--- config.mk ---
export PLATFORM = sky130hd
export DESIGN_NAME = mode_cmd_arbiter
export DESIGN_NICKNAME = d
export VERILOG_FILES = /design/src/rtl/mode_cmd_pkg.sv /design/src/rtl/byte_fifo.sv /design/src/rtl/mode_cmd_arbiter.sv
export SDC_FILE = /design/constraint.sdc
export NUM_CORES = 1
export LEC_CHECK = 0
export CORE_ASPECT_RATIO = 1.1
export CORE_MARGIN = 2
export CORE_UTILIZATION = 52
export CTS_BUF_LIST = sky130_fd_sc_hd__clkbuf_16
export CTS_CLUSTER_SIZE = 25
export DETAILED_ROUTE_END_ITERATION = 10
export PLACE_DENSITY = 0.83
export SLEW_MARGIN = 20
export SYNTH_ARGS = -nofsm -noshare
export SYNTH_HDL_FRONTEND = slang
export SYNTH_HIERARCHICAL = 1
export SYNTH_SLANG_ARGS = --single-unit
export TNS_END_PERCENT = 30
--- constraint.sdc ---
create_clock -name clk -period 2.7 [get_ports clk]
set_input_delay 0.405 -clock clk [delete_from_list [all_inputs] [get_ports clk]]
set_output_delay 0.405 -clock clk [all_outputs]
set_load 0.005 [all_outputs]
--- src/rtl/mode_cmd_pkg.sv ---
// Shared constants, command encoding and byte decoder for the menu mode arbiter.
package mode_cmd_pkg;

  localparam logic [7:0] CMD_L      = 8'h4C;
  localparam logic [7:0] CMD_R      = 8'h52;
  localparam logic [7:0] CMD_U      = 8'h55;
  localparam logic [7:0] CMD_D      = 8'h44;
  localparam logic [7:0] CMD_HOME   = 8'h48;
  localparam logic [7:0] CMD_CR     = 8'h0D;
  localparam logic [7:0] CMD_LF     = 8'h0A;
  localparam logic [7:0] DIGIT_BASE = 8'h30;
  localparam logic [7:0] CASE_BIT   = 8'h20;

  typedef enum logic [2:0] {
    NOP,
    INC_LR,
    DEC_LR,
    INC_UD,
    DEC_UD,
    SET_LR,
    HOME,
    ERR
  } cmd_e;

  typedef struct packed {
    cmd_e       op;
    logic [3:0] digit;
  } cmd_t;

  typedef struct packed {
    logic l;
    logic r;
    logic u;
    logic d;
  } btn_t;

  // Letters are matched case-insensitively by clearing the ASCII case bit.
  function automatic cmd_t decode_byte(input logic [7:0] b);
    cmd_t       c;
    logic [7:0] up;
    c.op    = ERR;
    c.digit = 4'd0;
    up      = b & ~CASE_BIT;
    if (b == CMD_CR || b == CMD_LF) begin
      c.op = NOP;
    end else if (b >= DIGIT_BASE && b < DIGIT_BASE + 8'd10) begin
      c.op    = SET_LR;
      c.digit = 4'(b - DIGIT_BASE);
    end else begin
      case (up)
        CMD_L:    c.op = DEC_LR;
        CMD_R:    c.op = INC_LR;
        CMD_U:    c.op = INC_UD;
        CMD_D:    c.op = DEC_UD;
        CMD_HOME: c.op = HOME;
        default:  c.op = ERR;
      endcase
    end
    return c;
  endfunction

endpackage

--- src/rtl/byte_fifo.sv ---
// Small power-of-two FIFO with registered level, full and empty flags.
module byte_fifo #(
  parameter int unsigned DEPTH = 4,
  parameter int unsigned WIDTH = 8,
  localparam int unsigned PTR_W = $clog2(DEPTH),
  localparam int unsigned LVL_W = PTR_W + 1
) (
  input  logic             clk,
  input  logic             rst_n,
  input  logic             push,
  input  logic [WIDTH-1:0] wdata,
  input  logic             pop,
  output logic [WIDTH-1:0] rdata,
  output logic [LVL_W-1:0] level,
  output logic             full,
  output logic             empty
);

  logic [WIDTH-1:0] mem [DEPTH];
  logic [PTR_W-1:0] wr_ptr;
  logic [PTR_W-1:0] rd_ptr;
  logic             do_push;
  logic             do_pop;
  logic [LVL_W-1:0] level_nxt;

  always_comb begin
    do_push   = push && !full;
    do_pop    = pop && !empty;
    level_nxt = level;
    case ({do_push, do_pop})
      2'b10:   level_nxt = level + LVL_W'(1);
      2'b01:   level_nxt = level - LVL_W'(1);
      default: level_nxt = level;
    endcase
  end

  always_ff @(posedge clk or negedge rst_n) begin
    if (!rst_n) begin
      wr_ptr <= '0;
      rd_ptr <= '0;
      level  <= '0;
      full   <= 1'b0;
      empty  <= 1'b1;
    end else begin
      if (do_push) wr_ptr <= wr_ptr + PTR_W'(1);
      if (do_pop)  rd_ptr <= rd_ptr + PTR_W'(1);
      level <= level_nxt;
      full  <= (level_nxt == LVL_W'(DEPTH));
      empty <= (level_nxt == '0);
    end
  end

  // Storage needs no reset; only pointers define validity.
  always_ff @(posedge clk) begin
    if (do_push) mem[wr_ptr] <= wdata;
  end

  assign rdata = mem[rd_ptr];

endmodule

--- src/rtl/mode_cmd_arbiter.sv ---
// Merges button edges and queued UART command bytes into one LR/UD menu state,
// one decision per cycle with buttons taking priority over the byte queue.
module mode_cmd_arbiter
  import mode_cmd_pkg::*;
#(
  parameter int unsigned LR_MODES   = 4,
  parameter int unsigned UD_MODES   = 4,
  parameter int unsigned FIFO_DEPTH = 4,
  localparam int unsigned LR_W  = $clog2(LR_MODES),
  localparam int unsigned UD_W  = $clog2(UD_MODES),
  localparam int unsigned LVL_W = $clog2(FIFO_DEPTH) + 1
) (
  input  logic             clk,
  input  logic             rst_n,
  input  logic             btn_l,
  input  logic             btn_r,
  input  logic             btn_u,
  input  logic             btn_d,
  input  logic [7:0]       rx_data,
  input  logic             rx_valid,
  output logic             rx_ren,
  output logic [LR_W-1:0]  lr_mode,
  output logic [UD_W-1:0]  ud_mode,
  output logic             mode_changed,
  output logic             cmd_err,
  output logic [LVL_W-1:0] fifo_level
);

  btn_t            btn;
  btn_t            btn_q;
  btn_t            rise;
  logic            btn_evt;
  logic            capture;
  logic            pop;
  logic            fifo_full;
  logic            fifo_empty;
  logic [7:0]      head;
  cmd_t            cmd;
  logic [LR_W-1:0] lr_inc;
  logic [LR_W-1:0] lr_dec;
  logic [UD_W-1:0] ud_inc;
  logic [UD_W-1:0] ud_dec;
  logic [LR_W-1:0] lr_nxt;
  logic [UD_W-1:0] ud_nxt;
  logic            err_nxt;

  assign btn     = '{l: btn_l, r: btn_r, u: btn_u, d: btn_d};
  assign rise    = btn & ~btn_q;
  assign btn_evt = |rise;
  // rx_ren high blocks a second capture of the byte still being acknowledged.
  assign capture = rx_valid && !rx_ren && !fifo_full;
  assign pop     = !btn_evt && !fifo_empty;
  assign cmd     = decode_byte(head);

  assign lr_inc = (lr_mode == LR_W'(LR_MODES - 1)) ? '0 : lr_mode + LR_W'(1);
  assign lr_dec = (lr_mode == '0) ? LR_W'(LR_MODES - 1) : lr_mode - LR_W'(1);
  assign ud_inc = (ud_mode == UD_W'(UD_MODES - 1)) ? '0 : ud_mode + UD_W'(1);
  assign ud_dec = (ud_mode == '0) ? UD_W'(UD_MODES - 1) : ud_mode - UD_W'(1);

  byte_fifo #(
    .DEPTH (FIFO_DEPTH),
    .WIDTH (8)
  ) u_fifo (
    .clk   (clk),
    .rst_n (rst_n),
    .push  (capture),
    .wdata (rx_data),
    .pop   (pop),
    .rdata (head),
    .level (fifo_level),
    .full  (fifo_full),
    .empty (fifo_empty)
  );

  // Opposing edges on the same axis cancel; the two axes are independent.
  always_comb begin
    lr_nxt  = lr_mode;
    ud_nxt  = ud_mode;
    err_nxt = 1'b0;
    if (btn_evt) begin
      if (rise.r && !rise.l)      lr_nxt = lr_inc;
      else if (rise.l && !rise.r) lr_nxt = lr_dec;
      if (rise.u && !rise.d)      ud_nxt = ud_inc;
      else if (rise.d && !rise.u) ud_nxt = ud_dec;
    end else if (pop) begin
      case (cmd.op)
        INC_LR: lr_nxt = lr_inc;
        DEC_LR: lr_nxt = lr_dec;
        INC_UD: ud_nxt = ud_inc;
        DEC_UD: ud_nxt = ud_dec;
        SET_LR: begin
          if (32'(cmd.digit) < LR_MODES) lr_nxt = LR_W'(cmd.digit);
          else                           err_nxt = 1'b1;
        end
        HOME: begin
          lr_nxt = '0;
          ud_nxt = '0;
        end
        ERR:     err_nxt = 1'b1;
        default: err_nxt = 1'b0;
      endcase
    end
  end

  // Edge history resets high so a button held through reset is not an event.
  always_ff @(posedge clk or negedge rst_n) begin
    if (!rst_n) begin
      btn_q        <= '{l: 1'b1, r: 1'b1, u: 1'b1, d: 1'b1};
      lr_mode      <= '0;
      ud_mode      <= '0;
      mode_changed <= 1'b0;
      cmd_err      <= 1'b0;
      rx_ren       <= 1'b0;
    end else begin
      btn_q        <= btn;
      lr_mode      <= lr_nxt;
      ud_mode      <= ud_nxt;
      mode_changed <= (lr_nxt != lr_mode) || (ud_nxt != ud_mode);
      cmd_err      <= err_nxt;
      rx_ren       <= capture;
    end
  end

endmodule
### Word-level counts from Yosys, hierarchy flattened

Memories as Yosys holds them, arrays and structs flattened.
Cells that the tools add are included.
Widths: inputs -> output; s select.

| operators by class | value |
|---|---|
| add/sub/neg operators | 9 |
| multiply operators | 0 |
| divide/modulo/power cells | 0 |
| $lt $le $gt $ge | 3 |
| eq/ne operators | 21 |
| shift-type cells | 0 |
| mux-type cells | 27 |
| bitwise operators | 2 |
| reduce and logical (&&, ||, !) cells | 24 |

Operator list:

| cell | number |
|---|---|
| $eq 7x6->1 const B | 5 |
| $mux 2 | 13 |
| $eq 8x4->1 const B | 2 |
| $eq 3x3->1 const B | 5 |
| $pmux 3 s5 | 1 |
| $logic_and 1x1->1 | 10 |
| $add 2x1->2 const B | 4 |
| $ge 8x6->1 const B | 1 |
| $logic_not 1->1 | 8 |
| $lt 8x6->1 const B | 1 |
| $mux 4 | 2 |
| $pmux 2 s4 | 1 |
| $eq 2x2->1 const B | 3 |
| $eq 3x2->1 const B | 2 |
| $mux 3 | 2 |
| $pmux 2 s3 | 1 |
| $pmux 3 s2 | 1 |
| $mux 1 | 5 |
| $and 4x4->4 | 1 |
| $logic_not 2->1 | 2 |
| $lt 4x3->1 const B | 1 |
| $ne 2x2->1 | 2 |
| $not 4->4 | 1 |
| $reduce_or 4->1 | 1 |
| 9 further kinds | 11 |

| word-level totals | value |
|---|---|
| register bits | 20 |
| bits in latches | 0 |
| RAM bits | 32 |
| memory bits (read-only) | 0 |
| logic and storage cells | 101 |
| memories kept | 1 |

Memory list:

| name | depth | bits a word | rd ports | clocked after memory_dff | wr ports | line | text |
|---|---|---|---|---|---|---|---|
| u_fifo.mem | 4 | 8 | 1 | 0 | 1 | byte_fifo.sv:19 | `logic [WIDTH-1:0] mem [DEPTH];` |

### Logic depth before layout (Yosys ltp)

Gate-level depths: netlist (run 1).
An unclocked memory read counts as a cell.

| depth | value |
|---|---|
| depth after elaboration | 12 |
| depth in mapped cells | 11 |
| mapped depth without buffers | 11 |

### By module

The synthesis (run 1) kept the hierarchy.

Modules (own cells, without submodules):

| module | times used | cells each | area each (um2) | sequential area each (um2) |
|---|---|---|---|---|
| byte_fifo | 1 | 89 | 1,661.6 | 1,187.4 |
| mode_cmd_arbiter | 1 | 133 | 1,114.8 | 280.3 |

### Least setup slack after synthesis (run 1)

No wires, ideal clock.

| timing path | value |
|---|---|
| path kind | register to register |
| from | register btn_q[1] (netlist name) |
| to | register u_fifo.full |
| arrival | 2.624 ns |
| data required time | 2.574 ns |
| slack | -0.051 ns |
| stages on the path, launching flop included | 12 |
| period minus slack after synthesis | 2.751 ns |
| cell sequence | dfstp_2 > nand2b_1 > nand4b_1 > or2_2 > inv_1 > nor2b_1 > ha_1 > inv_1 > fa_1 > xor2_2 > xnor2_1 > o22ai_1 |

| on the way | value |
|---|---|
| word-level cells in the longest chain between the ends | 9 |
| elaborated cells between the ends (all ways) | 10 |
| those cells by class | 3 x eq/ne; 1 x mux; 2 x bitwise; 4 x reduce/logical |

RTL lines:

| what | line | text |
|---|---|---|
| from (decl) | mode_cmd_arbiter.sv:30 | `btn_t btn_q;` |
| from (signal assigned) | mode_cmd_arbiter.sv:108 | `btn_q <= '{l: 1'b1, r: 1'b1, u: 1'b1, d: 1'b1};` |
| from (signal assigned) | mode_cmd_arbiter.sv:115 | `btn_q <= btn;` |
| $not 4->4 * | mode_cmd_arbiter.sv:48 | `assign rise = btn & ~btn_q;` |
| $and 4x4->4 * | mode_cmd_arbiter.sv:48 |  |
| $reduce_or 4->1 * | mode_cmd_arbiter.sv:49 | `assign btn_evt = \|rise;` |
| $logic_not 1->1 * | mode_cmd_arbiter.sv:52 | `assign pop = !btn_evt && !fifo_empty;` |
| $logic_and 1x1->1 * | mode_cmd_arbiter.sv:52 |  |
| named net pop | mode_cmd_arbiter.sv:34 | `logic pop;` |
| $logic_and 1x1->1 * | byte_fifo.sv:28 | `do_pop = pop && !empty;` |
| $eq 2x1->1 / $eq 2x2->1 (equally long branches) | byte_fifo.sv:30 | `case ({do_push, do_pop})` |
| $pmux 3 s2 * | byte_fifo.sv:30 |  |
| $eq 3x3->1 * | byte_fifo.sv:48 | `full <= (level_nxt == LVL_W'(DEPTH));` |
| to (signal assigned) | byte_fifo.sv:48 |  |
| to (decl) | byte_fifo.sv:15 | `output logic full,` |

Mark *: on every way through the listed nets, which the timed path passes. The rest lies on a longest branch.
A chain may end at the register's enable or synchronous reset.

### Final worst setup path (run 1)

| timing path | value |
|---|---|
| from | register u_fifo.rd_ptr[0] |
| to | register mode_changed |

| on the way | value |
|---|---|
| elaborated cells between the ends (all ways) | 35 |
| those cells by class | 1 x add/sub; 3 x order compare; 15 x eq/ne; 12 x mux; 3 x reduce/logical; 1 x memory |

RTL lines:

| what | line | text |
|---|---|---|
| from (decl) | byte_fifo.sv:21 | `logic [PTR_W-1:0] rd_ptr;` |
| from (signal assigned) | byte_fifo.sv:46 | `if (do_pop) rd_ptr <= rd_ptr + PTR_W'(1);` |
| $mem_v2 4x8 * | - |  |
| named net head[5] | mode_cmd_arbiter.sv:37 | `logic [7:0] head;` |
| $ge 8x6->1 / $lt 8x6->1 (equally long branches) | mode_cmd_pkg.sv:46 | `end else if (b >= DIGIT_BASE && b < DIGIT_BASE + 8'd10) begin` |
| $logic_and 1x1->1 | mode_cmd_pkg.sv:46 |  |
| $mux 3 | mode_cmd_pkg.sv:46 |  |
| $mux 3 * | mode_cmd_pkg.sv:44 | `if (b == CMD_CR \|\| b == CMD_LF) begin` |
| $eq 3x3->1 / $eq 3x2->1 (equally long branches) | mode_cmd_arbiter.sv:86 | `case (cmd.op)` |
| $pmux 2 s3 * | mode_cmd_arbiter.sv:86 |  |
| $mux 2 * | mode_cmd_arbiter.sv:85 | `end else if (pop) begin` |
| $mux 2 * | mode_cmd_arbiter.sv:80 | `if (btn_evt) begin` |
| named net ud_nxt[0] | mode_cmd_arbiter.sv:44 | `logic [UD_W-1:0] ud_nxt;` |
| $ne 2x2->1 * | mode_cmd_arbiter.sv:118 | `mode_changed <= (lr_nxt != lr_mode) \|\| (ud_nxt != ud_mode);` |
| $logic_or 1x1->1 * | mode_cmd_arbiter.sv:118 |  |
| to (signal assigned) | mode_cmd_arbiter.sv:118 |  |
| to (decl) | mode_cmd_arbiter.sv:24 | `output logic mode_changed,` |

Marked as above.

==> metrics.md, run 1 <==
| Metric | Value |
|---|---|
| Number of fill cells | 345 |
| Main area contributors after synthesis | edfxtp_1 35%, dfrtp_1 14%, mux4_2 6.5% |
| RSZ-0062 raised after global routing | true |
| GRT Util Overall | 0.204 |
| CP dominant cell by count | buf_4 |
| Share of the synthesized area in the top cell type | 0.346 |
| VDD IR-drop max | between 0.0007 and 0.0008 V |
| Setup CP Type | reg -> reg |
| Met2 WL | a little over 3000 um |
| Via density | 5.82 |
| Pre-CTS WS | -280 ps |
| Slew headroom | 0.710 |
| Critical path cell sequence | buf_4 > buf_4 > mux4_2 > or3b_2 > o22ai_2 > a221o_2 > o2111a_1 > a211o_1 > xnor2_1 > nand4_1 |
| Tightest Pin Transition | roughly 440 ps |
| Root buf cell | clkbuf_16 |
| # setup viols final | 3 |
| Top Ports | 25 |
| Delay-heaviest family, CP | compound AO/OA/AOI/OAI gates |
| Vias in the first global route | roughly 2000 |
| P_sw | 1.34 mW |
| Fin crit share | 1.02 |
| Int Pwr | 2.39 mW |
| MaxCap Viol Count | 0 |
| Register area share after synthesis | 0.529 |
| Met3 WL post-DR | 213 um |
| Post-Syn Instances | 222 |
| YS warnings | 6 |
| Power share of the combinational group | 0.504 |
| Die Width | 73.7 um |
| CP max FO | 7 |
| Die H | 80.6 um |
| H-tree Lvls | 2 |
| Hold_buf cts | 0 |
| Worst EP required | 2870 ps |
| Routed Antenna Nets | 0 |
| CTS max path bufs | 2 |
| Clk pwr share | 0.170 |
| Startpoint Class | register |
| Setup ws final | -65.1 ps |
| Worst Path Buf+Inv | 2 |
| Routability congestion estimate | around 0.86 |
| Arr. time, crit path | a little under 3000 ps |
| Failing checks | negative setup slack |
| Setup crit end kind | register |
| Largest area contributor in the synthesized netlist | edfxtp_1 |
| N_diodes | 0 |
| Final core occ | 0.698 |
| Yosys reg bits | 52 |
| CTS sink count | 52 |
| Tot Pwr | 3.73 mW |
| Pwr dens | around 1100 nW/um^2 |
| Reg power frac | 0.326 |
| Slowest cell on the critical path | mux4_2 |
| Die area | roughly 5900 um^2 |
| First-pass GRT wire length | 9150 um |
| DRC | 0 |
| Total CTS buffers | 5 |
| Post-DP HPWL | 3970 um |
| Row count | 27 |
| Syn_nets | 247 |
| Post-detailed-routing wire length | 5690 um |
| CTS tree | yes |
| Switching Share | 0.360 |
| Worst hold path class | reg -> reg |
| DRT iter0 DRCs | 140 |
| DR WL/cell | ~16 um |
| Synth cell types | 57 |
| Max layer used | met4 |
| Post-route minimum period | about 2800 ps |
| Vias | about 2000 |
| Fmax achieved | 362 MHz |
| Most frequent cells in the layout | 37 x buf_4, 32 x edfxtp_1, 24 x clkdlybuf4s50_1 |
| Layout cells sized above 1 | 0.293 |
| Worst-Skew Late Latency | slightly below 300 ps |
| Number of synthesized flops with an enable pin | 32 |
| Register clock-pin slew on the reported worst setup and hold paths | 70 ps |
| Mapped cell area | roughly 2800 um^2 |
| Multi-input logic area | 1230 um^2 |
| Initial core utilization | 0.548 |
| Leak pwr | 1.38 nW |
| Predominant post-synthesis flop cell | edfxtp_1 |
| Initial antenna violation count | 0 |
| M1 WL | approximately 2300 um |
| Nets | 311 |
| Overflow after GRT | 0 |
| Port buffer count | 24 |
| Reg area | 1470 um^2 |
| Most common cell after layout, fill and taps aside | buf_4 |
| Core area | 5070 um^2 |
| Clock Skew | 3.62 ps |
| Synthesis-to-layout area growth | 27.3% |
| Pin count of the biggest net entering global routing | 21 |
| Critical Path Max Stage Delay | 530 ps |
| Slew Limit Fails | 0 |
| Avg Inst Size Synth | 12.5 um^2 |
| Count of final hold-check violations | 0 |
| Drt first pass iters | 4 |
| Status | finished with violations |
| Async SR Flop Fraction | 0.385 |
==> worst paths after layout <==
check	from	slack (ps)	end	cells past startpoint
setup / recovery	u_fifo/rd_ptr[0]$_DFFE_PN0N_	-70	mode_changed$_DFF_PN0_	10
hold / removal	rx_ren$_DFF_PN0_	450	rx_ren$_DFF_PN0_	1
setup reg to reg	u_fifo/rd_ptr[0]$_DFFE_PN0N_	-70	mode_changed$_DFF_PN0_	10
hold reg to reg	rx_ren$_DFF_PN0_	450	rx_ren$_DFF_PN0_	1
max in group asynchronous	rst_n	1970	u_fifo/empty$_DFF_PN1_	2
min in group asynchronous	rst_n	460	lr_mode[0]$_DFF_PN0_	2
==> through the flow <==
stage	std cells	instance area (um^2)	hold slack [ps]	setup TNS (ps)
finish	345	3530	447	-170
global route	345	3530	469	-793
CTS	342	3480	448	-75.5
detailed placement	332	3310	439	-1200
global placement	332	3310	428	-740
floorplan	222	2780	109	0
==> sequential cells by signal, summed over array words and instances (netlist names) <==
name,count
rx_ren,1
btn_q,4
u_fifo/full,1
cmd_err,1
lr_mode,2
ud_mode,2
u_fifo/rd_ptr,2
u_fifo/wr_ptr,2
u_fifo/empty,1
u_fifo/mem,32
u_fifo/level,3
mode_changed,1
==> cell families (layout without fill, tap and decap cells) <==
| family | Yosys count | after routing | synth area share |
|---|---|---|---|
| flip-flops | 52 | 52 | 0.529 |
| multiplexers | 11 | 11 | 0.0766 |
| AND/OR/NAND/NOR | 67 | 67 | 0.156 |
| XOR/XNOR | 12 | 12 | 0.0406 |
| buffers and inverters | 23 | 88 | 0.0374 |
| AO/OA/AOI/OAI | 47 | 47 | 0.113 |
| adder cells (fa/ha/maj) | 10 | 10 | 0.0478 |
==> power by group through the flow <==
stage / Combinational [mW] / Sequential, mW / Clock [mW]
final: 1.88 / 1.21 / 0.636
after global routing: 2.06 / 1.25 / 0.671
after CTS: 1.79 / 1.22 / 0.644
after detailed placement: 1.75 / 1.23 / 0
after global placement: 1.71 / 1.22 / 0
after floorplan: 1.19 / 1.15 / 0
==> routing by layer <==
layer	up-vias	GRT usage
li1	955	-
met1	995	0.239
met2	52	0.366
met3	6	0.0389
met4	0	0.0727
met5	-	0
==> repair_timing <==
action                     4_1_cts  5_1_grt
setup endpoints to repair        4        7
resized for setup                3        9
pin swaps                        5        7
buffers inserted                 2        3
==> layout make-up <==
cell class                      count  share of cell area
Clock inverter                      3             0.00602
Sequential cell                    52               0.416
Clock buffer                        5              0.0354
Timing Repair Buffer               64               0.156
Multi-Input combinational cell    147               0.349
Inverter                           16              0.0170
Tap cell                           58              0.0205
==> synthesized netlist by cell type (3+ instances only) <==
| library cell | count |
|---|---|
| clkbuf_1 | 3 |
| and2_1 | 4 |
| nor2b_1 | 4 |
| nand2b_1 | 8 |
| a21oi_1 | 10 |
| inv_1 | 16 |
| xnor2_1 | 9 |
| o21ai_0 | 11 |
| nor3b_1 | 5 |
| ha_1 | 9 |
| nand2_1 | 7 |
| dfrtp_1 | 15 |
| dfstp_2 | 5 |
| mux4_2 | 8 |
| edfxtp_1 | 32 |
| a211oi_1 | 5 |
| nor2_1 | 15 |
| o22ai_1 | 5 |
| nor4bb_1 | 3 |
No activity file was read; power rests on OpenSTA's default activity.
==> inputs of run 2 (changes only) <==
- CAP_MARGIN: unset -> 30
- GPL_TIMING_DRIVEN: unset -> 0
==> run 2 against run 1 <==
The flow still finishes with violations (negative setup slack); via count is 3.0% lower; die area is the same; cell area is 0.96% lower; sequential cell count unchanged; non-clock buffer count shrank 19; critical path type unchanged.
==> metrics.md, run 2 (synthesis gave the netlist of run 1 again) <==
| Metric | Value |
|---|---|
| Reg-to-reg setup timing slack | -70 ps (about the same) |
| CTS sink count | 52 (unchanged) |
| DP Cell Count | 304 (was 332) |
| CP max FO | 8 (was 7) |
| First-pass GRT wire length | 8940 um (was 9150 um) |
| Worst Path Buf+Inv | 2 (unchanged) |
| Core area | 5070 um^2 (unchanged) |
| Slowest cell on the critical path | mux4_2 (unchanged) |
| Total CTS buffers | 5 (unchanged) |
| Register clock-pin slew on the reported worst setup and hold paths | 70 ps (about the same) |
| Pin count of the biggest net entering global routing | 21 (unchanged) |
| Leak pwr | 1.32 nW (was 1.38 nW) |
| Reg2Reg Depth | 10 (unchanged) |
| Row count | 27 (unchanged) |
| GRT Util Overall | 0.201 (was 0.204) |
| Failing checks | negative setup slack (unchanged) |
| Reg2reg end | mode_changed$_DFF_PN0_ (unchanged) |
| Number of fill cells | 353 (was 345) |
| Reg area | 1470 um^2 (about the same) |
| CTS tree | yes (unchanged) |
| Setup CP Type | reg -> reg (unchanged) |
| Clock Skew | 5.46 ps (was 3.62 ps) |
| Die Width | 73.7 um (unchanged) |
| Multi-input logic area | 1330 um^2 (was 1230 um^2) |
| Arr. time, crit path | 2940 ps (was 2930 ps) |
| Fin cells | 326 (was 345) |
| Top Ports | 25 (unchanged) |
| Design Area, Final | 3500 um^2 (was 3530 um^2) |
| Worst R2R Start | u_fifo/rd_ptr[0]$_DFFE_PN0N_ (unchanged) |
| Routed Antenna Nets | 0 (unchanged) |
| Critical path cell sequence | buf_8 > buf_4 > mux4_2 > or4bb_4 > o22ai_2 > a221o_2 > o2111a_1 > a211o_1 > xnor2_1 > nand4_1 (was buf_4 > buf_4 > mux4_2 > or3b_2 > o22ai_2 > a221o_2 > o2111a_1 > a211o_1 > xnor2_1 > nand4_1) |
| Crit path depth | 10 (unchanged) |
| DRT iter0 DRCs | 120 (was 140) |
| Largest regs | u_fifo/mem x32, btn_q x4, u_fifo/level x3 (unchanged) |
| Post-route minimum period | 2770 ps (about the same) |
| Delay-heaviest family, CP | compound AO/OA/AOI/OAI gates (unchanged) |
| Tightest Pin Transition | 437 ps (was 435 ps) |
| Fin crit share | 1.03 (was 1.02) |
| DRC | 0 (unchanged) |
| Worst-Skew Late Latency | 290 ps (about the same) |
| Die H | 80.6 um (unchanged) |
| Root buf cell | clkbuf_16 (unchanged) |
| Vias | 1947 (was 2008) |
| DR WL/cell | 16.8 um (was 16.5 um) |
| Status | finished with violations (unchanged) |
| Post-DP HPWL | 3510 um (was 3970 um) |
| Post-detailed-routing wire length | 5470 um (was 5690 um) |
| Port buffer count | 24 (unchanged) |
| VDD IR-drop max | 0.000510 V (was 0.000799 V) |
| Largest Register | u_fifo/mem (unchanged) |
| Vias in the first global route | 1900 (was 1973) |
| Routability congestion estimate | 0.823 (was 0.855) |
| Max FFs per register | 32 (unchanged) |
| Startpoint Class | register (unchanged) |
| Die area | 5940 um^2 (unchanged) |
| N_diodes | 0 (unchanged) |
| Via density | 5.97 (was 5.82) |
| Synthesis-to-layout area growth | 26.1% (was 27.3%) |
| Slew Limit Fails | 0 (unchanged) |
| Worst EP required | 2870 ps (about the same) |
| Most common cell after layout, fill and taps aside | edfxtp_1 (was buf_4) |
| Dpl cell area | 3090 um^2 (was 3310 um^2) |
| Initial antenna violation count | 0 (unchanged) |
| Overflow after GRT | 0 (unchanged) |
| Worst hold path class | in -> async (was reg -> reg) |
| Setup ws final | -72.5 ps (was -65.1 ps) |
| Setup crit end kind | register (unchanged) |
| Pre-CTS WS | -706 ps (was -280 ps) |
| # setup viols final | 2 (was 3) |
| CTS max path bufs | 2 (unchanged) |
| Nets | 292 (was 311) |
| RSZ-0062 raised after global routing | true (unchanged) |
| Total negative slack | -91.4 ps (was -170 ps) |
| H-tree Lvls | 2 (unchanged) |
| Pwr dens | 1070 nW/um^2 (was 1060 nW/um^2) |
| Initial core utilization | 0.548 (unchanged) |
| Most frequent cells in the layout | 32 x edfxtp_1, 24 x clkdlybuf4s50_1, 16 x inv_1 (was 37 x buf_4, 32 x edfxtp_1, 24 x clkdlybuf4s50_1) |
| Drt first pass iters | 5 (was 4) |
| MaxCap Viol Count | 0 (unchanged) |
| Slew headroom | 0.708 (was 0.710) |
| Layout cells sized above 1 | 0.272 (was 0.293) |
| Critical Path Max Stage Delay | 610 ps (was 530 ps) |
| Count of final hold-check violations | 0 (unchanged) |
| Fmax achieved | 361 MHz (was 362 MHz) |
==> run 2: cell count changes in the layout (fill, tap and decap cells not counted), sizes merged <==
cell      previous run  this run
buf                 40        19
clkbuf               5         7
clkinvlp             1         0
inv                 17        18
==> run 2: layout make-up <==
class,instances,area share
Buffer,6,0.0143
Multi-Input combinational cell,147,0.379
Clock buffer,5,0.0357
Sequential cell,52,0.419
Tap cell,58,0.0207
Timing Repair Buffer,39,0.106
Inverter,16,0.0172
Clock inverter,3,0.00751
==> run 2: worst max path at each step <==
stage | from | to | slack, ps
2_1_floorplan | u_fifo/rd_ptr[0]$_DFFE_PN0N_ | lr_mode[1]$_DFF_PN0_ | 10
3_3_place_gp | btn_d | u_fifo/full$_DFF_PN0_ | -600
3_5_place_dp | btn_d | u_fifo/full$_DFF_PN0_ | -710
4_1_cts | u_fifo/rd_ptr[0]$_DFFE_PN0N_ | mode_changed$_DFF_PN0_ | -70
5_1_grt | u_fifo/rd_ptr[0]$_DFFE_PN0N_ | mode_changed$_DFF_PN0_ | -200
6_report | u_fifo/rd_ptr[0]$_DFFE_PN0N_ | mode_changed$_DFF_PN0_ | -70
==> run 2: layer usage <==
| metal | GRT usage | vias up | wire, um |
|---|---|---|---|
| li1 | - | 915 | - |
| met1 | 0.241 | 968 | 2220 |
| met2 | 0.348 | 54 | 2950 |
| met3 | 0.0376 | 10 | 215 |
| met4 | 0.0873 | 0 | 92 |
| met5 | 0 | - | 0 |
==> run 2: repair_timing <==
item                       4_1_cts  5_1_grt
setup buffers                   11        3
hold buffers                     0        0
pin swaps                       13        6
gates resized for setup         22       11
cloned                           0        0
setup endpoints to repair        7        8
==> run 2: per-stage QoR <==
stage | hold slack [ps] | util | power [mW]
2_1_floorplan | 109 | - | 2.34
3_3_place_gp | 426 | 0.611 | 2.72
3_5_place_dp | 430 | 0.611 | 2.77
4_1_cts | 441 | 0.674 | 3.64
5_1_grt | 339 | 0.691 | 4.00
6_report | 337 | 0.691 | 3.75
==> run 2: worst reg2reg max path: stages (launching register included) <==
cell and delay [ps]:
dfrtp_1 350, buf_8 150, buf_4 130, mux4_2 610, or4bb_4 290, o22ai_2 70
a221o_2 380, o2111a_1 130, a211o_1 300, xnor2_1 140, nand4_1 90
==> run 2: report_power, final <==
part	leakage [nW]	internal (mW)	total, mW	switching (mW)
Combinational	0.725	0.979	1.96	0.979
Sequential	0.521	1.03	1.16	0.121
Clock	0.0748	0.352	0.636	0.284
==> inputs of run 3 (changes only) <==
- PLACE_DENSITY: 0.83 -> unset
- PLACE_DENSITY_LB_ADDON: unset -> 0.12
==> run 3 against run 2 <==
Register-to-register slack worse by 30 ps; highest routed layer unchanged; largest power group unchanged; routed wire length is 2.6% lower; the run still ends with negative setup slack left; clock skew is 1.6 ps lower; sequential share of layout area is 0.44 points lower; worst setup slack worse by 27 ps; combinational power hardly changed.
==> metrics.md, run 3 (synthesis gave the netlist of run 1 again) <==
| Metric | Value |
|---|---|
| Status | finished with violations (unchanged) |
| Failing checks | negative setup slack (unchanged) |
| Number of fill cells | 344 (was 353) |
| DRC | 0 (unchanged) |
| Worst R2R Start | u_fifo/rd_ptr[0]$_DFFE_PN0N_ (unchanged) |
| Slew Limit Fails | 0 (unchanged) |
| Leak pwr | 1.35 nW (was 1.32 nW) |
| Initial antenna violation count | 0 (unchanged) |
| DP Cell Count | 304 (unchanged) |
| Reg2Reg Depth | 10 (unchanged) |
| Pin count of the biggest net entering global routing | 21 (unchanged) |
| Final core occ | 0.698 (was 0.691) |
| Clock Skew | 3.81 ps (was 5.46 ps) |
| Total negative slack | -298 ps (was -91.4 ps) |
| Largest Register | u_fifo/mem (unchanged) |
| Nets | 295 (was 292) |
| Vias | 1893 (was 1947) |
| H-tree Lvls | 2 (unchanged) |
| CTS sink count | 52 (unchanged) |
| Row count | 27 (unchanged) |
| Worst-Skew Late Latency | 280 ps (was 290 ps) |
| Core area | 5070 um^2 (unchanged) |
| Worst EP required | 2850 ps (was 2870 ps) |
| Register clock-pin slew on the reported worst setup and hold paths | 60 ps (was 70 ps) |
| Routability congestion estimate | 0.761 (was 0.823) |
| Post-detailed-routing wire length | 5330 um (was 5470 um) |
| Fmax achieved | 357 MHz (was 361 MHz) |
| Die Width | 73.7 um (unchanged) |
| Most common cell after layout, fill and taps aside | edfxtp_1 (unchanged) |
| Initial core utilization | 0.548 (unchanged) |
| N_diodes | 0 (unchanged) |
| # setup viols final | 4 (was 2) |
| MaxCap Viol Count | 0 (unchanged) |
| Fin cells | 329 (was 326) |
| DR WL/cell | 16.2 um (was 16.8 um) |
| Via density | 5.75 (was 5.97) |
| CP max FO | 8 (unchanged) |
| Count of final hold-check violations | 0 (unchanged) |
| Startpoint Class | register (unchanged) |
| Post-route minimum period | 2800 ps (was 2770 ps) |
| Setup CP Type | reg -> reg (unchanged) |
| Port buffer count | 24 (unchanged) |
| Synthesis-to-layout area growth | 27.4% (was 26.1%) |
| Setup crit end kind | register (unchanged) |
| Largest regs | u_fifo/mem x32, btn_q x4, u_fifo/level x3 (unchanged) |
| CTS tree | yes (unchanged) |
| Pwr dens | 1120 nW/um^2 (was 1070 nW/um^2) |
| Top Ports | 25 (unchanged) |
| GRT Util Overall | 0.190 (was 0.201) |
| Crit path launch | u_fifo/rd_ptr[0]$_DFFE_PN0N_ (unchanged) |
| Worst hold path class | in -> async (unchanged) |
| Most frequent cells in the layout | 32 x edfxtp_1, 24 x clkdlybuf4s50_1, 16 x inv_1, 16 x buf_4, 15 x dfrtp_1 (was 32 x edfxtp_1, 24 x clkdlybuf4s50_1, 16 x inv_1) |
| Hold slack | 418 ps (was 337 ps) |
| Tightest Pin Transition | 415 ps (was 437 ps) |
| First-pass GRT wire length | 8600 um (was 8940 um) |
| Layout cells sized above 1 | 0.258 (was 0.272) |
| Drt first pass iters | 4 (was 5) |
| VDD IR-drop max | 0.000647 V (was 0.000510 V) |
| Fin crit share | 1.04 (was 1.03) |
| Routed Antenna Nets | 0 (unchanged) |
| Overflow after GRT | 0 (unchanged) |
| Post-DP HPWL | 3490 um (was 3510 um) |
| Slew headroom | 0.722 (was 0.708) |
| Die H | 80.6 um (unchanged) |
| Setup ws final | -99.2 ps (was -72.5 ps) |
| Root buf cell | clkbuf_16 (unchanged) |
| Max FFs per register | 32 (unchanged) |
| Die area | 5940 um^2 (unchanged) |
| RSZ-0062 raised after global routing | true (unchanged) |
| Arr. time, crit path | 2950 ps (was 2940 ps) |
| Total CTS buffers | 5 (unchanged) |
| Tot Pwr | 3.98 mW (was 3.75 mW) |
| Vias in the first global route | 1861 (was 1900) |
| DRT iter0 DRCs | 148 (was 120) |
| CTS max path bufs | 2 (unchanged) |
[run 3: changes by cell type in the layout (fill, tap and decap cells not counted), sizes merged]
cell    change
buf         +3
clkinv      -1
inv         -2
bufinv      +3
[run 3: final timing paths]
kind | end | slack [ps]
max | mode_changed$_DFF_PN0_ | -100
min | cmd_err$_DFF_PN0_ | 420
max reg2reg | mode_changed$_DFF_PN0_ | -100
min reg2reg | rx_ren$_DFF_PN0_ | 440
max in group asynchronous | u_fifo/empty$_DFF_PN1_ | 1770
min in group clk | rx_ren$_DFF_PN0_ | 440
[run 3: report_power, final]
part,leakage [nW],switching [mW],internal [mW]
logic,0.725,0.950,0.978
clock network,0.104,0.267,0.624
registers,0.521,0.123,1.03
[run 3: final cells by class]
| type | instances | area (um^2) | area share |
|---|---|---|---|
| plain buffers | 6 | 46.3 | 0.0131 |
| clock buffers | 5 | 125 | 0.0354 |
| flip-flops and latches | 52 | 1470 | 0.415 |
| inverters | 16 | 60.1 | 0.0170 |
| multi-input cells | 147 | 1290 | 0.364 |
| repair buffers | 42 | 390 | 0.110 |
| well taps | 58 | 72.6 | 0.0205 |
| clock inverters | 3 | 90.1 | 0.0255 |
[run 3: timing repair]
action | 4_1_cts | 5_1_grt
endpoints found under the setup margin | 7 | 7
buffers inserted | 13 | 4
hold buffers | 0 | 0
resized for setup | 16 | 8
cloned | 0 | 0
pin swaps | 16 | 11
[run 3: stage by stage]
step | instance area, um^2 | setup slack (ps)
detailed placement | 3090 | -686
finish | 3540 | -99.2
global placement | 3090 | -636
global route | 3540 | -213
floorplan | 2780 | 14.3
CTS | 3460 | -83.8
[run 3: worst max-delay path, stage by stage, from the launching register on]
cell	delay [ps]
dfrtp_1	380
buf_8	150
mux4_2	580
or4b_4	610
buf_6	160
o22ai_2	80
a221o_2	170
o2111a_1	170
a211o_1	130
xnor2_1	130
nand4_1	110
[run 3: metal layers]
metal  global-route usage  vias up  routed length, um
met5                    0        -                  0
met4               0.0545        0                 51
met1                0.235      919               2210
li1                     -      923                  -
met2                0.337       46               2880
met3               0.0314        5                182
==> RTL change 1 (flow settings as in run 2) <==
Put a register stage on the output `fifo_level`, cleared by the reset. The value now appears one clock later. The other outputs are not delayed to match.
--- a/src/rtl/mode_cmd_arbiter.sv
+++ b/src/rtl/mode_cmd_arbiter.sv
@@ -25,6 +25,8 @@
   output logic             cmd_err,
   output logic [LVL_W-1:0] fifo_level
 );
+
+  logic [LVL_W-1:0] fifo_level_d;
 
   btn_t            btn;
   btn_t            btn_q;
@@ -67,7 +69,7 @@
     .wdata (rx_data),
     .pop   (pop),
     .rdata (head),
-    .level (fifo_level),
+    .level (fifo_level_d),
     .full  (fifo_full),
     .empty (fifo_empty)
   );
@@ -121,4 +123,12 @@
     end
   end
 
+  always_ff @(posedge clk or negedge rst_n) begin
+    if (!rst_n) begin
+      fifo_level <= '0;
+    end else begin
+      fifo_level <= fifo_level_d;
+    end
+  end
+
 endmodule
Check against the original RTL: not equivalent (Yosys sat finds a counterexample within 4 cycles, from zero or initial values and one cycle with rst_n low).
==> RTL change 1 against run 2 <==
- non-clock buffer count increased by 1
- total power increased by 2.0%
- via count increased by 2.9%
- wire length increased by 4.0%
- the run still ends with setup timing left
- fmax decreased by 6.1%
- largest power group unchanged
- synthesized area increased by 2.0%
- sequential cell count increased by 3
- largest cell class unchanged
- die area increased by 1.9%
- setup slack got worse by 0.18 ns
- final area increased by 1.9%
- critical path depth decreased by 1
==> RTL change 1: results (changes against run 2) <==
** Logic synthesis
- Total of warnings raised by yosys :: 6 (unchanged)
- The count of unique library cells instantiated by Yosys was 55 (-3.5%).
- The total nets after synthesis came to 253 (+2.4%).
- Sorting the synthesized cells by how often they occur yields edfxtp_1, dfrtp_1, inv_1, nand2_1.
- Async set or reset register ratio after synthesis :: 41.82% (+3.4 points)
- In the post-synthesis netlist, the biggest area contributors are edfxtp_1, dfrtp_1, mux4_2.
- Sequential fraction of the synthesis area :: 54.49% (+1.6 points)
- Cell count after synthesis :: 228 (+2.7%)
- The number of enable-type register cells in the synthesized netlist was 32 (unchanged).

** STA
- The post-route worst setup slack was -0.2512 ns (-0.1787 ns).
- The final sum of negative setup slack was -0.3755 ns (-0.2841 ns).
- The slew at the pin with the worst max-slew slack is 0.4623 ns (+0.02479 ns).
- The setup-violating endpoint count in the final report came to 3 (+1).
- The final setup skew is 0.005954 ns (+0.0004948 ns).

** Routing
- Detailed-route wire length per cell :: 16.25 um (-3.1%)
- The via density per instance came to 5.726 (-4.1%).
- First drt pass iteration count :: 4 (-1)
- DRT iter0 DRCs :: 182 (+52%)

** Placement
- GP Congestion :: 0.8669 (+5.3%)
- The post-detailed-placement half-perimeter wirelength is 3612 um (+3.1%).
- The worst-case setup slack after placement was -0.6356 ns (+0.07029 ns).
- Cell count after placement :: 328 (+7.9%)

** Global routing
- The global-route wire length before repair was 9487 um (+6.2%).
- The maximum number of pins on one net before global-route repair was 21 (unchanged).
- Vias in the first global route :: 2034 (+7.1%)
- The overall track demand over capacity in global routing was 21.18% (+1.1 points).

** Worst setup path
- Maximum fanout along the worst path :: 6 (-2)
- The arrival time of data at the critical path endpoint is 3.12 ns (+0.18 ns).

** Run status
- Result of the run :: finished, violations left
- The checks that failed: setup timing.

** Clock network
- The clock transition at the registers of the reported paths was 0.07 ns (about the same).
- The tree is rooted in a clkbuf_16.

** Power and ir drop
- The worst supply voltage drop on vdd came to 0.6478 mV (+27%).
- The leakage power came to 1.340 nW (+1.4%).

** Final layout
- Filler cell count :: 394 (+12%)
- Largest regs :: u_fifo/mem (32), btn_q (4)
- The non-filler instance count after layout is 350 (+7.4%).
- Layout cell share with drive strength beyond 1 :: 24.73% (-2.5 points)
- The final layout net count was 299 (+2.4%).
-- RTL change 1: cell families (layout without fill, tap and decap cells) --
logic type                 count (synthesis)  after routing  synth area share, %
adders and majority gates                 10             10                4.684
muxes                                      8              8                6.363
AOI/OAI and AO/OA                         49             49                12.46
and+or+nand+nor                           71             71                14.58
xor gates and xnor gates                  12             12                3.977
DFF                                       55             55                54.49
buffers and inverters                     23             70                3.447
-- RTL change 1: stage by stage --
step / hold WS [ns] / area (um^2)
global placement: 0.3948 / 3178
finish: 0.4201 / 3566
floorplan: 0.1094 / 2844
detailed placement: 0.4076 / 3193
global route: 0.4363 / 3566
CTS: 0.4225 / 3535
-- RTL change 1: cell type report --
| class | instances | area (um^2) | area share (%) |
|---|---|---|---|
| Sequential cell | 55 | 1543 | 43.26 |
| Multi-Input combinational cell | 150 | 1296 | 36.35 |
| Timing Repair Buffer | 40 | 375.4 | 10.53 |
| Clock buffer | 5 | 125.1 | 3.509 |
| Tap cell | 75 | 93.84 | 2.632 |
| Inverter | 16 | 60.06 | 1.684 |
| Buffer | 6 | 43.79 | 1.228 |
| Clock inverter | 3 | 28.78 | 0.8070 |
-- RTL change 1: power by group --
part | internal (W) | total [W] | switching (W) | leakage, nW
clock network | 0.000357 | 0.000666 | 0.000309 | 0.0767
logic | 0.000929 | 0.00191 | 0.000984 | 0.707
registers | 0.00110 | 0.00124 | 0.000144 | 0.556
total | 0.00239 | 0.00382 | 0.00144 | 1.34
-- RTL change 1: final timing paths --
path | startpoint | to | slack, ns | depth (start not counted)
worst min register to register | u_fifo/level[1] | fifo_level[1] | 0.42 | 0
worst min-delay path | rst_n | u_fifo/wr_ptr[1] | 0.42 | 1
max in group asynchronous | rst_n | btn_q[3] | 1.72 | 2
worst max register to register | u_fifo/rd_ptr[0] | mode_changed | -0.25 | 9
worst max-delay path | u_fifo/rd_ptr[0] | mode_changed | -0.25 | 9
min in group clk | u_fifo/level[1] | fifo_level[1] | 0.42 | 0
-- RTL change 1: worst max-delay path: stages, from the launching register on --
cell      delay (ns)
dfrtp_1         0.37
buf_8           0.14
mux4_2          0.54
or4b_4          0.63
nor3_4          0.20
o21ai_2         0.10
a221oi_2        0.31
o22ai_2         0.12
xnor2_1         0.14
a2111o_1        0.29
-- RTL change 1: routing by layer --
metal	vias up	part of all wire, %	track usage (%)	wire length [um]
met5	-	0	0	0
met4	0	3.0	10.00	169
met3	19	3.8	3.970	217
met2	67	53	35.71	2992
met1	982	41	26.26	2307
li1	936	-	-	-
-- RTL change 1: what timing repair did --
| item | 4_1_cts | 5_1_grt |
|---|---|---|
| setup endpoints to repair | 8 | 8 |
| buffers inserted | 14 | 1 |
| resized for setup | 23 | 6 |
| pin swaps | 6 | 3 |
| gates cloned | 0 | 0 |
==> RTL change 2 (flow settings as in run 2) <==
Made on the original files. `UD_MODES`: 4 -> 2.
--- a/src/rtl/mode_cmd_arbiter.sv
+++ b/src/rtl/mode_cmd_arbiter.sv
@@ -4,7 +4,7 @@
   import mode_cmd_pkg::*;
 #(
   parameter int unsigned LR_MODES   = 4,
-  parameter int unsigned UD_MODES   = 4,
+  parameter int unsigned UD_MODES   = 2,
   parameter int unsigned FIFO_DEPTH = 4,
   localparam int unsigned LR_W  = $clog2(LR_MODES),
   localparam int unsigned UD_W  = $clog2(UD_MODES),
Interface: changed (resized ud_mode); port bits go from 25 to 24. The function was not compared with the original's and may differ.
==> RTL change 2 against run 2 <==
- the flow still finishes with violations (setup timing)
- setup slack lost 0.57 ns
- wire length shrank 4.4%
- critical path depth grew 5
- highest routed layer unchanged
- sequential cell count shrank 1
- non-clock buffer count shrank 1
- synthesized area shrank 4.8%
- first-iteration DRC count grew 50%
- total power shrank 7.1%
- final area shrank 5.1%
- critical path type unchanged
==> RTL change 2: results (changes against run 2) <==
** Run status
- Result of the run :: finished, violations left
- Violations in the final reports :: setup timing

** Logic synthesis
- The most used flip-flop cell after synthesis is edfxtp_1.
- The yosys synthesis warning count came to 6 (unchanged).
- The count of unique library cells instantiated by Yosys was 51 (-11%).
- Post-synth EDFFs :: 32 (unchanged)
- Sequential fraction of the synthesis area :: 54.59% (+1.7 points)
- Yosys attributes the largest share of cell area to edfxtp_1, dfrtp_1, mux4_2.
- The total nets after synthesis was 233 (-5.7%).
- Async set or reset register ratio after synthesis :: 37.25% (-1.2 points)
- Most instantiated cells after synthesis :: edfxtp_1, dfrtp_1, inv_1, o21ai_0, nand2_1
- The share of the synthesized area in the top cell type is 36.36% (+1.8 points).

** Routing
- First drt pass iteration count :: 4 (-1)
- The met1 layer wirelength in the final routing came to 2160 um (-2.5%).
- The first-iteration detailed-routing DRC count is 180 (+50%).
- The highest layer touched by signal routing is met4.
- The met2 wire length was 2753 um (-6.6%).
- The wire length on met3 came to 217 um (+0.93%).
- The routed via count is 1876 (-3.6%).
- Detailed-route wire length per cell :: 16.80 um (+0.17%)

** Clock network
- The root buffer cell chosen for the clock tree is clkbuf_16.
- The number of buffers added by the clock tree synthesis step came to 5 (unchanged).
- The clock transition at the registers of the reported paths is 0.07 ns (about the same).
- Number of buffers on the longest clock path :: 2 (unchanged)
- The clock latency of the later-clocked register in the worst-skew pair was 0.29 ns (about the same).
- CTS H-Tree Depth :: 2 (unchanged)

** Worst setup path
- The number of cells on the worst reg-to-reg path was 15 (+5).
- Crit Reg-Reg Startpoint :: u_fifo/rd_ptr[0]
- The largest fanout of any net on the critical path is 10 (+2).
- The worst register-to-register path ends at mode_changed.
- Cell at the slowest stage of the critical path :: dfrtp_2
- Delay of the slowest critical-path stage :: 0.44 ns (-0.17 ns)

** STA
- Final setup violation count :: 8 (+6)
- Setup_tns :: -3.477 ns (-3.386 ns)
- The slew at the pin with the worst max-slew slack was 0.4459 ns (+0.008459 ns).
- The post-route worst setup slack came to -0.6423 ns (-0.5697 ns).
- Skew final :: 0.007951 ns (+0.002492 ns)

** Global routing
- The maximum number of pins on one net before global-route repair is 20 (-4.8%).
- The number of antenna violations at the first check in global routing is 0 (unchanged).
- Total Routing Usage GR :: 19.62% (-0.48 points)
- The number of global-route vias before repair was 1771 (-6.8%).
- The global-route wire length before repair was 8500 um (-4.9%).

** Final layout
- The antenna diode count came to 0 (unchanged).
- The largest registers in the layout are u_fifo/mem (32), btn_q (4), u_fifo/level (3).
- The final layout net count was 276 (-5.5%).
- The fraction of final layout cells with drive strength greater than 1 came to 24.90% (-2.3 points).

** Power and ir drop
- The worst supply voltage drop on vdd is 0.5289 mV (+3.8%).
- The leakage power came to 1.246 nW (-5.7%).

** Placement
- The routability congestion estimate from global placement came to 0.9168 (+11%).
- DP Worst Slack :: -0.8741 ns (-0.1681 ns)
- Buffers on Ports :: 23 (-4.2%)
- The post-detailed-placement half-perimeter wirelength was 3440 um (-1.8%).

** Hold path
- In this run the worst hold path is classified as input port to asynchronous set/reset pin.
RTL change 2: cell count changes in the layout (fill, tap and decap cells not counted), moves of 3 or more:
cell	run 2	this run
nand2b_1	8	4
nand3b_1	1	5
a211oi_1	4	0
o21ai_0	9	14
nor4bb_1	3	0
nor3_1	1	6
a21oi_1	8	5
nor2_1	13	5
nand2_1	7	11
nor2b_1	3	6
RTL change 2: cell families after synthesis:
family	Yosys count	synth area share, %
DFF	51	54.59
and+or+nand+nor	70	16.29
AOI/OAI and AO/OA	39	9.612
muxes	9	7.197
adders and majority gates	9	4.546
xor gates and xnor gates	9	3.267
buffers and inverters	22	4.498
RTL change 2: what timing repair did:
| action | in CTS | in global routing |
|---|---|---|
| gates cloned | 1 | 0 |
| pin swaps | 2 | 1 |
| buffers inserted | 10 | 1 |
| gates resized for setup | 15 | 5 |
| setup endpoints to repair | 8 | 9 |
RTL change 2: worst max-delay path by stage:
stage / from / to / slack, ns / depth (start not counted)
after floorplan: u_fifo/rd_ptr[0] / mode_changed / -0.55 / 14
after global placement: u_fifo/rd_ptr[0] / mode_changed / -0.83 / 14
after detailed placement: u_fifo/rd_ptr[0] / mode_changed / -0.87 / 14
after CTS: u_fifo/rd_ptr[0] / mode_changed / -0.62 / 14
after global routing: u_fifo/rd_ptr[0] / mode_changed / -0.76 / 14
final: u_fifo/rd_ptr[0] / mode_changed / -0.64 / 15
RTL change 2: area by class of cell:
type,instances,area (um^2)
inverters,14,52.55
clock inverters,3,20.02
fillers,346,1645
flip-flops and latches,51,1444
well taps,58,72.57
plain buffers,8,76.32
multi-input cells,136,1159
repair buffers,36,371.6
clock buffers,5,125.1
RTL change 2: routing by layer:
layer / GRT usage (%) / vias to the layer above
met2: 33.98 / 64
met4: 6.981 / 0
met1: 24.61 / 929
met3: 3.553 / 11
li1: - / 872
met5: 0 / -
RTL change 2: power by group:
| part | internal (W) | leakage (nW) | switching (W) |
|---|---|---|---|
| registers | 0.00101 | 0.510 | 0.000118 |
| logic | 0.000895 | 0.663 | 0.000829 |
| clock network | 0.000344 | 0.0716 | 0.000281 |
| total | 0.00225 | 1.25 | 0.00123 |
RTL change 2: critical path, delay by kind of cell (launching register included):
kind / cells / cell delay (ns)
adder cells (fa/ha/maj): 1 / 0.22
AND/OR/NAND/NOR: 7 / 1.38
multiplexers: 1 / 0.38
buffers and inverters: 4 / 0.46
AO/OA/AOI/OAI: 2 / 0.33
flip-flops: 1 / 0.44
RTL change 2: stage by stage:
stage | cell area, um^2 | hold slack [ns] | cells
2_1_floorplan | 2654 | 0.1094 | 209
5_1_grt | 3321 | 0.3289 | 311
3_3_place_gp | 2957 | 0.4377 | 290
3_5_place_dp | 2957 | 0.4364 | 290
4_1_cts | 3277 | 0.4608 | 309
6_report | 3321 | 0.3227 | 311
